### src/rtl/spi_slave_port.sv
// SPI mode-0 slave port bridged into the HCLK domain, with a TX holding register and RX storage.
// Define SPI_SLAVE_RX_FIFO_EN for a 4-entry RX FIFO; otherwise RX storage is a single holding register.
module spi_slave_port #(
  parameter int DATA_W = 8
) (
  input  logic              HCLK,
  input  logic              HRESETn,
  input  logic              SCLK,
  input  logic              SSn,
  input  logic              MOSI,
  output logic              MISO,
  output logic              MISO_oeb,
  input  logic [DATA_W-1:0] tx_data,
  input  logic              tx_valid,
  output logic              tx_ready,
  output logic [DATA_W-1:0] rx_data,
  output logic              rx_valid,
  input  logic              rx_ready,
  output logic              busy,
  output logic              ovr,
  output logic              udr,
  input  logic              clr
);

  localparam int CNT_W = $clog2(DATA_W);
  localparam logic [CNT_W-1:0] LAST_BIT = CNT_W'(DATA_W - 1);

  logic r_sclk_s1, r_sclk_s2, r_sclk_d;
  logic r_ssn_s1, r_ssn_s2, r_ssn_d;
  logic r_mosi_s1, r_mosi_s2;
  logic [1:0] r_sync_vld;
  logic r_armed;

  logic [CNT_W-1:0]  r_bit_cnt;
  logic [DATA_W-1:0] r_rx_shift;
  logic [DATA_W-1:0] r_tx_shift;
  logic              r_tx_fresh;
  logic [DATA_W-1:0] r_tx_hold;
  logic              r_tx_full;
  logic              r_ovr, r_udr;

  logic              w_active, w_ssn_fall, w_sclk_rise, w_sclk_fall;
  logic              w_last_bit, w_byte_done;
  logic [DATA_W-1:0] w_rx_byte, w_tx_next;
  logic              w_tx_load, w_tx_push, w_udr_set;
  logic              w_rx_pop, w_rx_room, w_rx_wr, w_ovr_set;

  // Synchronizers; r_sync_vld marks when r_ssn_s2 reflects the pin rather than its reset value
  always_ff @(posedge HCLK or negedge HRESETn) begin
    if (!HRESETn) begin
      r_sclk_s1  <= 1'b0;
      r_sclk_s2  <= 1'b0;
      r_sclk_d   <= 1'b0;
      r_ssn_s1   <= 1'b1;
      r_ssn_s2   <= 1'b1;
      r_ssn_d    <= 1'b1;
      r_mosi_s1  <= 1'b0;
      r_mosi_s2  <= 1'b0;
      r_sync_vld <= 2'b00;
      r_armed    <= 1'b0;
    end else begin
      r_sclk_s1  <= SCLK;
      r_sclk_s2  <= r_sclk_s1;
      r_sclk_d   <= r_sclk_s2;
      r_ssn_s1   <= SSn;
      r_ssn_s2   <= r_ssn_s1;
      r_ssn_d    <= r_ssn_s2;
      r_mosi_s1  <= MOSI;
      r_mosi_s2  <= r_mosi_s1;
      r_sync_vld <= {r_sync_vld[0], 1'b1};
      // A select still held low across reset must be released before a new frame is accepted
      if (r_sync_vld[1] && r_ssn_s2)
        r_armed <= 1'b1;
    end
  end

  assign w_active    = r_armed & ~r_ssn_s2;
  assign w_ssn_fall  = r_armed & r_ssn_d & ~r_ssn_s2;
  assign w_sclk_rise = w_active & ~w_ssn_fall & r_sclk_s2 & ~r_sclk_d;
  assign w_sclk_fall = w_active & ~w_ssn_fall & ~r_sclk_s2 & r_sclk_d;
  assign w_last_bit  = (r_bit_cnt == LAST_BIT);
  assign w_byte_done = w_sclk_rise & w_last_bit;
  assign w_rx_byte   = {r_rx_shift[DATA_W-2:0], r_mosi_s2};

  assign w_tx_load = w_ssn_fall | w_byte_done;
  assign w_tx_push = tx_valid & ~r_tx_full;
  assign w_tx_next = r_tx_full ? r_tx_hold : {DATA_W{1'b1}};
  assign w_udr_set = w_tx_load & ~r_tx_full;

  // Shift engine: r_tx_fresh stops the falling edge after a mid-frame reload from skipping the new MSB
  always_ff @(posedge HCLK or negedge HRESETn) begin
    if (!HRESETn) begin
      r_bit_cnt  <= '0;
      r_rx_shift <= '0;
      r_tx_shift <= '0;
      r_tx_fresh <= 1'b0;
    end else if (!w_active) begin
      r_bit_cnt  <= '0;
      r_tx_fresh <= 1'b0;
    end else if (w_ssn_fall) begin
      r_bit_cnt  <= '0;
      r_tx_shift <= w_tx_next;
      r_tx_fresh <= 1'b0;
    end else if (w_sclk_rise) begin
      r_rx_shift <= w_rx_byte;
      if (w_last_bit) begin
        r_bit_cnt  <= '0;
        r_tx_shift <= w_tx_next;
        r_tx_fresh <= 1'b1;
      end else begin
        r_bit_cnt <= r_bit_cnt + 1'b1;
      end
    end else if (w_sclk_fall) begin
      if (r_tx_fresh)
        r_tx_fresh <= 1'b0;
      else
        r_tx_shift <= {r_tx_shift[DATA_W-2:0], 1'b0};
    end
  end

  // TX holding register: a push can only land while empty, a load only drains while full
  always_ff @(posedge HCLK or negedge HRESETn) begin
    if (!HRESETn) begin
      r_tx_hold <= '0;
      r_tx_full <= 1'b0;
    end else if (w_tx_push) begin
      r_tx_hold <= tx_data;
      r_tx_full <= 1'b1;
    end else if (w_tx_load && r_tx_full) begin
      r_tx_full <= 1'b0;
    end
  end

`ifdef SPI_SLAVE_RX_FIFO_EN
  localparam int DEPTH = 4;

  logic [DATA_W-1:0] r_fifo [DEPTH];
  logic [1:0]        r_wr_ptr, r_rd_ptr;
  logic [2:0]        r_count;

  assign w_rx_pop  = (r_count != 3'd0) & rx_ready;
  assign w_rx_room = (r_count != 3'(DEPTH)) | w_rx_pop;
  assign w_rx_wr   = w_byte_done & w_rx_room;
  assign w_ovr_set = w_byte_done & ~w_rx_room;

  always_ff @(posedge HCLK or negedge HRESETn) begin
    if (!HRESETn) begin
      for (int i = 0; i < DEPTH; i++)
        r_fifo[i] <= '0;
      r_wr_ptr <= '0;
      r_rd_ptr <= '0;
      r_count  <= '0;
    end else begin
      if (w_rx_wr) begin
        r_fifo[r_wr_ptr] <= w_rx_byte;
        r_wr_ptr         <= r_wr_ptr + 1'b1;
      end
      if (w_rx_pop)
        r_rd_ptr <= r_rd_ptr + 1'b1;
      r_count <= r_count + 3'(w_rx_wr) - 3'(w_rx_pop);
    end
  end

  assign rx_data  = r_fifo[r_rd_ptr];
  assign rx_valid = (r_count != 3'd0);
`else
  logic [DATA_W-1:0] r_rx_data;
  logic              r_rx_valid;

  // Room is judged after any same-cycle pop, so a pop and a completing byte never overrun
  assign w_rx_pop  = r_rx_valid & rx_ready;
  assign w_rx_room = ~r_rx_valid | w_rx_pop;
  assign w_rx_wr   = w_byte_done & w_rx_room;
  assign w_ovr_set = w_byte_done & ~w_rx_room;

  always_ff @(posedge HCLK or negedge HRESETn) begin
    if (!HRESETn) begin
      r_rx_data  <= '0;
      r_rx_valid <= 1'b0;
    end else if (w_rx_wr) begin
      r_rx_data  <= w_rx_byte;
      r_rx_valid <= 1'b1;
    end else if (w_rx_pop) begin
      r_rx_valid <= 1'b0;
    end
  end

  assign rx_data  = r_rx_data;
  assign rx_valid = r_rx_valid;
`endif

  // Sticky flags; a new event outranks a coincident clear
  always_ff @(posedge HCLK or negedge HRESETn) begin
    if (!HRESETn) begin
      r_ovr <= 1'b0;
      r_udr <= 1'b0;
    end else begin
      if (w_ovr_set)
        r_ovr <= 1'b1;
      else if (clr)
        r_ovr <= 1'b0;
      if (w_udr_set)
        r_udr <= 1'b1;
      else if (clr)
        r_udr <= 1'b0;
    end
  end

  assign MISO     = r_tx_shift[DATA_W-1];
  assign MISO_oeb = ~w_active;
  assign tx_ready = ~r_tx_full;
  assign busy     = ~r_ssn_s2;
  assign ovr      = r_ovr;
  assign udr      = r_udr;

endmodule

### config.mk
export PLATFORM = sky130hd
export DESIGN_NAME = spi_slave_port
export DESIGN_NICKNAME = d
export VERILOG_FILES = /design/src/rtl/spi_slave_port.sv
export SDC_FILE = /design/constraint.sdc
export NUM_CORES = 1
export LEC_CHECK = 0
export CORE_ASPECT_RATIO = 0.8
export CORE_MARGIN = 1
export CORE_UTILIZATION = 57
export CTS_CLUSTER_DIAMETER = 40
export CTS_CLUSTER_SIZE = 28
export DETAILED_ROUTE_END_ITERATION = 6
export HOLD_SLACK_MARGIN = 0.15
export PLACE_DENSITY = 0.84
export SYNTH_ARGS = -nofsm -noshare
export SYNTH_HDL_FRONTEND = slang
export SYNTH_SLANG_ARGS = --single-unit
### constraint.sdc
create_clock -name HCLK -period 4 [get_ports HCLK]
set_input_delay 0.4 -clock HCLK [delete_from_list [all_inputs] [get_ports HCLK]]
set_output_delay 0.4 -clock HCLK [all_outputs]
set_load 0.02 [all_outputs]
# Word-level counts from Yosys, hierarchy flattened
# Index checks and enable logic that the tools add are counted.
[word_totals] register_bits=50 latch_bits=0 ramBits=0 rom_bits=0 inputBits=16 wordCells=83 mem_count=0
[classes] n_addsub=1 n_mul=0 div_mod_pow=0 magnitude_cmp=0 n_eq_ne=6 n_shift=0 muxes=22 n_bitwise=24 n_reduce_logical=10
[ops] operator="8-bit 2-to-1 mux" n=6
[ops] operator="1-bit AND" n=14
[ops] operator="1-bit 2-to-1 mux" n=12
[ops] operator="3-bit 2-to-1 mux" n=4
[ops] operator="1-bit NOT" n=8
[ops] operator="2-bit nonzero test" n=4
[ops] operator="3-bit by 1-bit inequality test with 1-bit output, second input constant" n=2
[ops] operator="4-bit by 1-bit inequality test with 1-bit output, second input constant" n=1
[ops] operator="4-bit by 3-bit inequality test with 1-bit output, second input constant" n=1
[ops] operator="4-bit AND reduction" n=1
[ops] operator="3-bit by 1-bit adder with 3-bit output, second input constant" n=1
[ops] operator="3-bit == test, second input constant" n=1
[ops] operator="3-bit by 2-bit inequality test with 1-bit output, second input constant" n=1
[ops] operator="3-bit AND reduction" n=1
[ops] operator="3-bit nonzero test" n=1
[ops] operator="1-bit logical AND" n=2
[ops] operator="1-bit OR" n=2
[ops] operator="2-bit AND reduction" n=1

# Logic depth before layout (Yosys ltp)
# Gate-level depths: netlist of run 1.
[logic_depth] depth_word=11 ltp_mapped=6 depth_no_buf=5

# Worst setup path after synthesis of run 1
# Ideal clock, no wire load.
[synth_path] path_kind="reg-to-reg" startpoint="register r_bit_cnt[0]" endpoint="register r_tx_shift[7]" setup_ps=122 arrival_time_ps=1740 t_required_ps=3878 slack_ps=2139 stages_incl_launch_ff=7 n_path_buf=1 path_cell_list="dfrtp_1 > ha_1 > ha_1 > or4b_4 > and2_1 > buf_6 > a32o_1"
[synth_between] elab_chain_cells=3
[synth_lines] item="start, declared" line="34" source="logic [CNT_W-1:0] r_bit_cnt;"
[synth_lines] item="start signal, assigned" line="111" source="r_bit_cnt <= r_bit_cnt + 1'b1;"
[synth_lines] item="3-bit == test" line="81" source="assign w_last_bit = (r_bit_cnt == LAST_BIT);"
[synth_lines] item="3-bit by 2-bit inequality test with 1-bit output (no source line)"
[synth_lines] item="4-bit AND reduction (no source line)"
[synth_lines] item="end signal, assigned" line="102" source="r_tx_shift <= w_tx_next;"
[synth_lines] item="end signal, assigned" line="108" source="r_tx_shift <= w_tx_next;"
[synth_lines] item="end signal, assigned" line="117" source="r_tx_shift <= {r_tx_shift[DATA_W-2:0], 1'b0};"
[synth_lines] item="end, declared" line="36" source="logic [DATA_W-1:0] r_tx_shift;"
# Every way passes these cells.
# A chain may end at the register's enable or synchronous reset.

# Worst setup path in the final report of run 1
[layout_path] startpoint="register r_ssn_s2" endpoint="output port MISO_oeb"
[layout_between] elab_chain_cells=3
[layout_lines] item="start, declared" line="29" source="logic r_ssn_s1, r_ssn_s2, r_ssn_d;"
[layout_lines] item="start signal, assigned" line="66" source="r_ssn_s2 <= r_ssn_s1;"
[layout_lines] item="1-bit NOT" line="77" source="assign w_active = r_armed & ~r_ssn_s2;"
[layout_lines] item="1-bit AND" line="77"
[layout_lines] item="1-bit NOT" line="210" source="assign MISO_oeb = ~w_active;"
[layout_lines] item="end, declared" line="12" source="output logic MISO_oeb,"
# Every way passes these cells.

==> results of run 1 <==
==> layout make-up <==
class / instances / share of cell area
Inverter: 12 / 0.01795
Tap cell: 42 / 0.02094
Clock inverter: 2 / 0.02393
Clock buffer: 6 / 0.03290
Sequential cell: 50 / 0.5000
Multi-Input combinational cell: 86 / 0.2807
Timing Repair Buffer: 32 / 0.1236
==> power breakdown <==
part / leakage, µW / internal (µW) / total [µW] / switching [µW]
registers: 0.000625 / 580 / 631 / 50.4
clock network: 0.0000714 / 266 / 426 / 160
logic: 0.000435 / 81.0 / 165 / 83.9
==> per-layer routing <==
layer	global-route usage	vias up
met3	0.06522	12
met1	0.2981	645
met4	0.1020	0
met5	0	-
met2	0.3509	43
li1	-	623
==> worst max-delay path, delay by kind of cell (launching register included) <==
family                 cells  cell delay [ps]
DFF                        1              560
buffers and inverters      3              940
and+or+nand+nor            1               50
==> through the flow <==
stage / std cells / setup slack, ps / power [µW] / hold slack (ps) / utilization
floorplan: 157 / 2139 / 732.9 / 104.4 / -
global placement: 222 / 2003 / 790.4 / 333.4 / 0.6915
detailed placement: 222 / 1953 / 802.9 / 340.3 / 0.6915
CTS: 230 / 1757 / 1230 / 322.4 / 0.7332
global route: 230 / 1696 / 1282 / 365.8 / 0.7332
finish: 230 / 1763 / 1222 / 286.6 / 0.7332
==> synthesized netlist by cell type (2+ instances only) <==
master	number	area share
nor2_1	2	0.0037
clkbuf_1	5	0.0092
a211o_1	7	0.030
inv_1	11	0.020
dfstp_2	3	0.038
o21ai_0	9	0.022
a32o_1	7	0.034
mux2i_1	3	0.015
a21o_1	2	0.0073
nor2b_1	5	0.015
o22ai_1	2	0.0061
o2111ai_1	7	0.030
nand2b_1	2	0.0061
nor3_1	3	0.0073
mux2_1	7	0.038
nand2_1	8	0.015
buf_2	3	0.0073
dfrtp_1	47	0.57
mux2_2	9	0.049
ha_1	2	0.012
==> state kept, by name, indices dropped and copies added (netlist names), 2 cells and up <==
signal	flops
r_tx_hold	8
r_tx_shift	8
rx_data	8
r_rx_shift	7
r_bit_cnt	3
r_sync_vld	2
==> logic make-up (layout without fill, tap and decap cells) <==
group                    after synthesis  after routing  synth area share
buffers and inverters                 21             52           0.04395
other                                  1              1          0.001830
flip-flops                            50             50            0.6123
adder cells (fa/ha/maj)                2              2           0.01221
AND/OR/NAND/NOR                       27             27           0.08181
AO/OA/AOI/OAI                         37             37            0.1453
multiplexers                          19             19            0.1026
==> layout by cell type (no fill, tap or decap), types with 2 or more instances in the layout <==
cell type,netlist,routed
mux2_1,7,7
nor3_1,3,3
o2111ai_1,7,7
buf_4,0,2
dfstp_2,3,3
a21o_1,2,2
o22ai_1,2,2
ha_1,2,2
clkdlybuf4s50_1,0,29
nand2b_1,2,2
clkbuf_8,0,6
o21ai_0,9,9
a32o_1,7,7
mux2_2,9,9
nor2b_1,5,5
nor2_1,2,2
bufinv_16,0,2
a211o_1,7,7
mux2i_1,3,3
inv_1,11,11
nand2_1,8,8
dfrtp_1,47,47
==> worst max path at each step <==
stage                          to  slack, ps  cells after the start
floorplan           r_tx_shift[7]       2140                      6
global placement     r_tx_hold[0]       2000                      3
detailed placement   r_tx_hold[0]       1950                      3
CTS                      MISO_oeb       1760                      4
global route             MISO_oeb       1700                      4
finish                   MISO_oeb       1760                      4
==> impl_metrics.json, run 1 <==
{
  "grt_util_all_layers": 0.2259,
  "arrival_ps": 1840,
  "critPathMaxStageDelay_ps": 620,
  "p_leak_uw": 0.001132,
  "grt_antenna_before_repair": 0,
  "tightest_slew_ps": 1062,
  "syn_area_um2": 2049,
  "clock_path_buffers": 2,
  "hold_buffers": 0,
  "fin_tns_setup_ps": 0,
  "endpoint_kind": "output port",
  "cts_num_sinks": 50,
  "status": "completed",
  "dpl_cell_area_um2": 2367,
  "reg2reg_slack_ps": 2010,
  "die_y_um": 55.63,
  "met3_length_um": 159,
  "areaGrowthSynthToFinish_pct": 22.47,
  "holdCritPathClass": "in2async",
  "top_layer": "met4",
  "initial_core_util": 0.5987,
  "cp_max_fo": 13,
  "seq_area_frac_synth": 0.6123,
  "io_buffers": 30,
  "grt_pass1_vias": 1424,
  "remaining_drc_errors": 0,
  "hold_viol": 0,
  "period_needed_ps": 2237,
  "ff_latch_area_um2": 1255,
  "fp.coreArea_um2": 3423,
  "synth_edf_count": 0,
  "drive_gt1_frac": 0.1489,
  "r2r_cells": 5,
  "fmax_mhz": 447.0,
  "cts_setup_buffers": 0,
  "finalCritPeriodShare": 0.5592,
  "place.gp.congestion": 0.7725,
  "critPathLaunchType": "flip-flop",
  "synth_seq_cells": 50,
  "synthCells": 157,
  "clock_skew_ps": 4.571,
  "cts_resized": 0,
  "max-cap-violations": 0,
  "path_class": "reg2out",
  "slowest_stage": "clkdlybuf4s50_1",
  "antenna_cells": 0,
  "drtIter0Drc": 112,
  "finalSetupViolCount": 0,
  "dr_wl_met2_um": 1759,
  "die-width_um": 69.04,
  "slew_headroom": 0.2917,
  "worst_ep_required_time_ps": 3600,
  "synth_nets": 175,
  "grt_overflow": 0,
  "cts_root_buf": "clkbuf_8",
  "ys_warn_count": 0,
  "synth_cell_types": 33,
  "route.antenna.remaining_nets": 0,
  "dp_hpwl_um": 2540,
  "grt_max_degree": 51,
  "row_count": 19,
  "grt_pass1_wl_um": 6644,
  "nets": 205,
  "cts_tree": "yes",
  "design_area_um2": 2510,
  "htree_levels": 2,
  "worstReg2RegStart": "r_bit_cnt[0]",
  "ioPinCount": 31,
  "p_per_area_nw_per_um2": 486.8,
  "rsz0062_at_grt": "false",
  "met1_length_um": 1703,
  "vdd.ir_drop.worst_v": 0.0004007,
  "cp_cell_sequence": "nor2b_1, buf_4, inv_2, clkdlybuf4s50_1",
  "synth_area_per_cell_um2": 13.05,
  "setup.worst_path.start": "r_ssn_s2",
  "insertion_delay_ps": 300,
  "firstDrtPassIters": 4,
  "async_reset_ff_frac": 1.000,
  "multiInputGateArea_um2": 704.4,
  "synth_flop_cell": "dfrtp_1",
  "r2r-end": "r_tx_shift[6]",
  "fillers": 224,
  "die_area_um2": 3841,
  "final_max_slew_viol_count": 0,
  "numCtsBuffers": 5,
  "wl_um": 3716,
  "viasPerCell": 5.752,
  "wl_per_cell_um": 16.16,
  "routed-via-count": 1323,
  "clkTransAtPathRegs_ps": 80
}
No activity file was read; power rests on OpenSTA's default activity.
==> run 2, diff against run 1 <==
--- a/config.mk
+++ b/config.mk
@@ -7,12 +7,12 @@
 export LEC_CHECK = 0
 export CORE_ASPECT_RATIO = 0.8
 export CORE_MARGIN = 1
-export CORE_UTILIZATION = 57
+export CORE_UTILIZATION = 53
 export CTS_CLUSTER_DIAMETER = 40
 export CTS_CLUSTER_SIZE = 28
 export DETAILED_ROUTE_END_ITERATION = 6
 export HOLD_SLACK_MARGIN = 0.15
-export PLACE_DENSITY = 0.84
+export PLACE_DENSITY = 0.79
 export SYNTH_ARGS = -nofsm -noshare
 export SYNTH_HDL_FRONTEND = slang
 export SYNTH_SLANG_ARGS = --single-unit
==> constraint.sdc (replaced) <==
create_clock -name HCLK -period 2.2 [get_ports HCLK]
set_input_delay 0.22 -clock HCLK [delete_from_list [all_inputs] [get_ports HCLK]]
set_output_delay 0.22 -clock HCLK [all_outputs]
set_load 0.02 [all_outputs]
==> impl_metrics.json, run 2 (synthesis results as in run 1) <==
{
  "status": "completed",
  "holdCritPathClass": "in2reg",
  "final_max_slew_viol_count": 0,
  "cts_setup_buffers": 0,
  "layout_commonest_cell": "dfrtp_1",
  "period_needed_ps": 1965,
  "clkTransAtPathRegs_ps": 80,
  "crit_top_cell": "ha_1",
  "numCtsBuffers": 5,
  "worst_slack_ps": 235.0,
  "p_per_area_nw_per_um2": 823.2,
  "row_count": 19,
  "crit_family": "simple AND/OR/NAND/NOR gates",
  "endpoint_kind": "flip-flop",
  "max-cap-violations": 0,
  "rsz0062_at_grt": "false",
  "initial_core_util": 0.5747,
  "slowest_stage": "or4b_4",
  "remaining_drc_errors": 0,
  "drtIter0Drc": 93,
  "wl_um": 3913,
  "p_total_uw": 2086,
  "vdd.ir_drop.worst_v": 0.0006084,
  "grt_pass1_vias": 1415,
  "antenna_cells": 0,
  "utilization": 0.7105,
  "htree_levels": 2,
  "place_ws_ps": 274.7,
  "place.gp.congestion": 0.8130,
  "fillers": 252,
  "internal_power_uw": 1554,
  "worst_ep_required_time_ps": 2380,
  "io_buffers": 30,
  "insertion_delay_ps": 290,
  "grt_pass1_wl_um": 6755,
  "critical_path_buf_inv_count": 0,
  "hold_viol": 0,
  "cp_max_fo": 7,
  "grt_max_degree": 27,
  "fin_tns_setup_ps": 0,
  "combinationalPowerShare": 0.152,
  "grt_antenna_before_repair": 0,
  "critPathLaunchType": "flip-flop",
  "hold_buffers": 1,
  "firstDrtPassIters": 4,
  "clock_skew_ps": 4.054,
  "p_seq_frac": 0.551,
  "drive_gt1_frac": 0.1598,
  "slew_headroom": 0.5318,
  "nets": 211,
  "grt_util_all_layers": 0.2179,
  "arrival_ps": 2150,
  "p_sw_frac": 0.2549,
  "pwr-share-clk": 0.296,
  "fmax_mhz": 508.9,
  "ioPinCount": 31,
  "wl_per_cell_um": 16.58,
  "cp_cell_sequence": "ha_1, ha_1, or4b_4, and2_1, a32o_1",
  "finalSetupViolCount": 0,
  "hold_ws_ps": 337.5,
  "route.antenna.remaining_nets": 0,
  "areaGrowthSynthToFinish_pct": 23.63,
  "fp.coreArea_um2": 3566,
  "dp_hpwl_um": 2695,
  "clock_path_buffers": 2,
  "routed-via-count": 1378,
  "p_sw_uw": 531.5,
  "p_leak_uw": 0.001147,
  "cts_resized": 0,
  "finalCritPeriodShare": 0.8932,
  "die_y_um": 57.62,
  "die-width_um": 71.53,
  "path_class": "reg2reg",
  "grt_overflow": 0,
  "cts_num_sinks": 50,
  "tightest_slew_ps": 701.2,
  "mostFrequentLayoutCells": "dfrtp_1, clkdlybuf4s50_1, inv_1, o21ai_0, mux2_2",
  "die_area_um2": 4121,
  "cts_tree": "yes",
  "critPathMaxStageDelay_ps": 500,
  "viasPerCell": 5.839,
  "cts_root_buf": "clkbuf_8"
}
==> run 2: cell types whose count changed in the layout (fill, tap and decap cells not counted) <==
cell           before  now
buf_4               2    6
clkbuf_1            0    2
clkbuf_8            6    5
bufinv_16           2    1
dlygate4sd3_1       0    1
buf_12              0    1
==> run 2: final timing paths <==
kind	endpoint	start	slack, ps	cells after the start
setup / recovery	r_tx_shift[1]	r_bit_cnt[0]	240	5
hold / removal	r_ssn_s1	SSn	340	1
setup reg to reg	r_tx_shift[1]	r_bit_cnt[0]	240	5
hold reg to reg	r_mosi_s2	r_mosi_s1	360	0
max in group asynchronous	r_ssn_d	HRESETn	1150	3
min in group asynchronous	r_tx_hold[5]	HRESETn	440	2
==> run 2: worst reg2reg max path: cells and delay by family (launching register included) <==
family          cells  cell delay, ps
fa+ha+maj           2             420
compound gates      1             270
flops               1             400
simple gates        2             770
==> run 2: power groups by stage <==
stage | Sequential (µW) | Clock (µW) | Combinational (µW)
2_1_floorplan | 1130 | 0 | 204
3_3_place_gp | 1150 | 0 | 300
3_5_place_dp | 1160 | 0 | 314
4_1_cts | 1150 | 624 | 321
5_1_grt | 1170 | 669 | 351
6_report | 1150 | 618 | 317
==> run 2: cell type report <==
type / instances / area [µm²] / area share
repair buffers: 38 / 370.4 / 0.1462
well taps: 42 / 52.55 / 0.02074
clock inverters: 1 / 30.03 / 0.01185
flip-flops and latches: 50 / 1255 / 0.4953
clock buffers: 7 / 76.32 / 0.03012
inverters: 12 / 45.04 / 0.01778
multi-input cells: 86 / 704.4 / 0.2780
==> run 2: routing by layer <==
metal  vias to the layer above  global-route usage  part of all wire  wire length (µm)
li1                        633                   -                 -                 -
met1                       694              0.2757              0.42              1656
met2                        44              0.3878              0.52              2029
met3                         7             0.04870             0.049               192
met4                         0             0.05322            0.0092                36
met5                         -                   0                 0                 0
==> run 2: through the flow <==
step | std cells | instance area [µm²]
3_3_place_gp | 227 | 2417
2_1_floorplan | 157 | 2049
5_1_grt | 236 | 2534
3_5_place_dp | 227 | 2417
6_report | 236 | 2534
4_1_cts | 236 | 2534
==> run 3, diff against run 2 <==
--- a/config.mk
+++ b/config.mk
@@ -6,9 +6,9 @@
 export NUM_CORES = 1
 export LEC_CHECK = 0
 export CORE_ASPECT_RATIO = 0.8
-export CORE_MARGIN = 1
+export CORE_MARGIN = 8
 export CORE_UTILIZATION = 53
-export CTS_CLUSTER_DIAMETER = 40
+export CTS_CLUSTER_DIAMETER = 100
 export CTS_CLUSTER_SIZE = 28
 export DETAILED_ROUTE_END_ITERATION = 6
 export HOLD_SLACK_MARGIN = 0.15
==> impl_metrics.json, run 3 (synthesis results as in run 1) <==
{
  "status": "completed",
  "fp.coreArea_um2": 3754,
  "fmax_mhz": 519.6,
  "design_area_um2": 2505,
  "path_class": "reg2reg",
  "dp_hpwl_um": 2805,
  "die_area_um2": 6125,
  "route.antenna.remaining_nets": 0,
  "utilization": 0.6673,
  "mostFrequentLayoutCells": "dfrtp_1, clkdlybuf4s50_1, inv_1, o21ai_0, mux2_2",
  "row_count": 20,
  "vdd.ir_drop.worst_v": 0.0005817,
  "dpl_cell_area_um2": 2400,
  "tightest_slew_ps": 674.0,
  "p_per_area_nw_per_um2": 798.8,
  "htree_levels": 2,
  "crit_top_cell": "ha_1",
  "fin_tns_setup_ps": 0,
  "cp_max_fo": 7,
  "critPathMaxStageDelay_ps": 490,
  "nets": 210,
  "grt_pass1_vias": 1411,
  "endpoint_kind": "flip-flop",
  "cp_cell_sequence": "ha_1, ha_1, or4b_4, and2_1, a32o_1",
  "die_y_um": 71.62,
  "viasPerCell": 5.641,
  "critical_path_buf_inv_count": 0,
  "slowest_stage": "or4b_4",
  "wl_per_cell_um": 16.13,
  "clock_path_buffers": 2,
  "dr_wl_met2_um": 1946,
  "rsz0062_at_grt": "false",
  "met1_length_um": 1611,
  "grt_max_degree": 25,
  "finalSetupViolCount": 0,
  "finalCritPeriodShare": 0.8748,
  "initial_core_util": 0.5460,
  "cts_resized": 0,
  "firstDrtPassIters": 4,
  "worst_slack_ps": 275.5,
  "place_ws_ps": 277.0,
  "fillers": 284,
  "clock_skew_ps": 9.223,
  "final_max_slew_viol_count": 0,
  "ioPinCount": 31,
  "remaining_drc_errors": 0,
  "worst_ep_required_time_ps": 2390,
  "holdCritPathClass": "in2reg",
  "drtIter0Drc": 63,
  "die-width_um": 85.53,
  "multiInputGateArea_um2": 704.4,
  "io_buffers": 30,
  "drive_gt1_frac": 0.1658,
  "antenna_cells": 0,
  "grt_antenna_before_repair": 0,
  "routed-via-count": 1337,
  "max-cap-violations": 0,
  "grt_overflow": 0,
  "period_needed_ps": 1925,
  "top_layer": "met4",
  "grt_pass1_wl_um": 6630,
  "crit_family": "simple AND/OR/NAND/NOR gates",
  "numCtsBuffers": 5,
  "hold_viol": 0,
  "ff_latch_area_um2": 1255,
  "areaGrowthSynthToFinish_pct": 22.22,
  "slew_headroom": 0.5497,
  "met3_length_um": 196,
  "layout_commonest_cell": "dfrtp_1",
  "cts_root_buf": "clkbuf_8",
  "clkTransAtPathRegs_ps": 100,
  "cts_tree": "yes",
  "grt_util_all_layers": 0.1370,
  "arrival_ps": 2120,
  "place.gp.congestion": 0.8052,
  "p_leak_uw": 0.001134,
  "insertion_delay_ps": 300,
  "critPathLaunchType": "flip-flop",
  "cts_num_sinks": 50,
  "wl_um": 3823
}
[run 3: cell count changes in the layout (fill, tap and decap cells not counted)]
cell	before	now
clkinv_4	0	1
bufinv_16	1	0
inv_6	0	2
clkbuf_1	2	0
buf_12	1	0
[run 3: path summary, 6_finish.rpt]
| path | to | slack [ps] | startpoint | cells past startpoint |
|---|---|---|---|---|
| max | r_tx_shift[5] | 280 | r_bit_cnt[0] | 5 |
| min in group asynchronous | r_tx_hold[4] | 430 | HRESETn | 2 |
| min reg2reg | r_sclk_s2 | 360 | r_sclk_s1 | 0 |
| min | r_ssn_s1 | 310 | SSn | 1 |
| max reg2reg | r_tx_shift[5] | 280 | r_bit_cnt[0] | 5 |
| max in group asynchronous | r_ssn_d | 1110 | HRESETn | 3 |
[run 3: power breakdown]
group	leakage [µW]	internal, µW	switching (µW)
combinational	0.000460	156	154
clock	0.0000491	234	315
sequential	0.000625	1050	87.6
[run 3: per-layer routing]
layer	global-route usage	vias up
li1	-	638
met1	0.1635	656
met2	0.2251	35
met3	0.04343	8
met4	0.05426	0
met5	0	-
[run 3: per-stage QoR]
| stage | total power [µW] | cells | hold WS [ps] |
|---|---|---|---|
| 2_1_floorplan | 1333 | 157 | -75.59 |
| 3_3_place_gp | 1446 | 228 | 207.9 |
| 3_5_place_dp | 1475 | 228 | 232.5 |
| 4_1_cts | 2021 | 237 | 311.2 |
| 5_1_grt | 2105 | 237 | 311.6 |
| 6_report | 2001 | 237 | 314.4 |
[run 3: area by class of cell]
cell class,instances,share of cell area
Sequential cell,50,0.5010
Clock inverter,3,0.01049
Clock buffer,5,0.02747
Timing Repair Buffer,37,0.1399
Multi-Input combinational cell,86,0.2812
Tap cell,44,0.02198
Inverter,12,0.01798
[run 3: repair_timing]
action	in CTS	in global routing
setup buffers	0	0
hold endpoints to repair	22	0
hold buffers	1	0
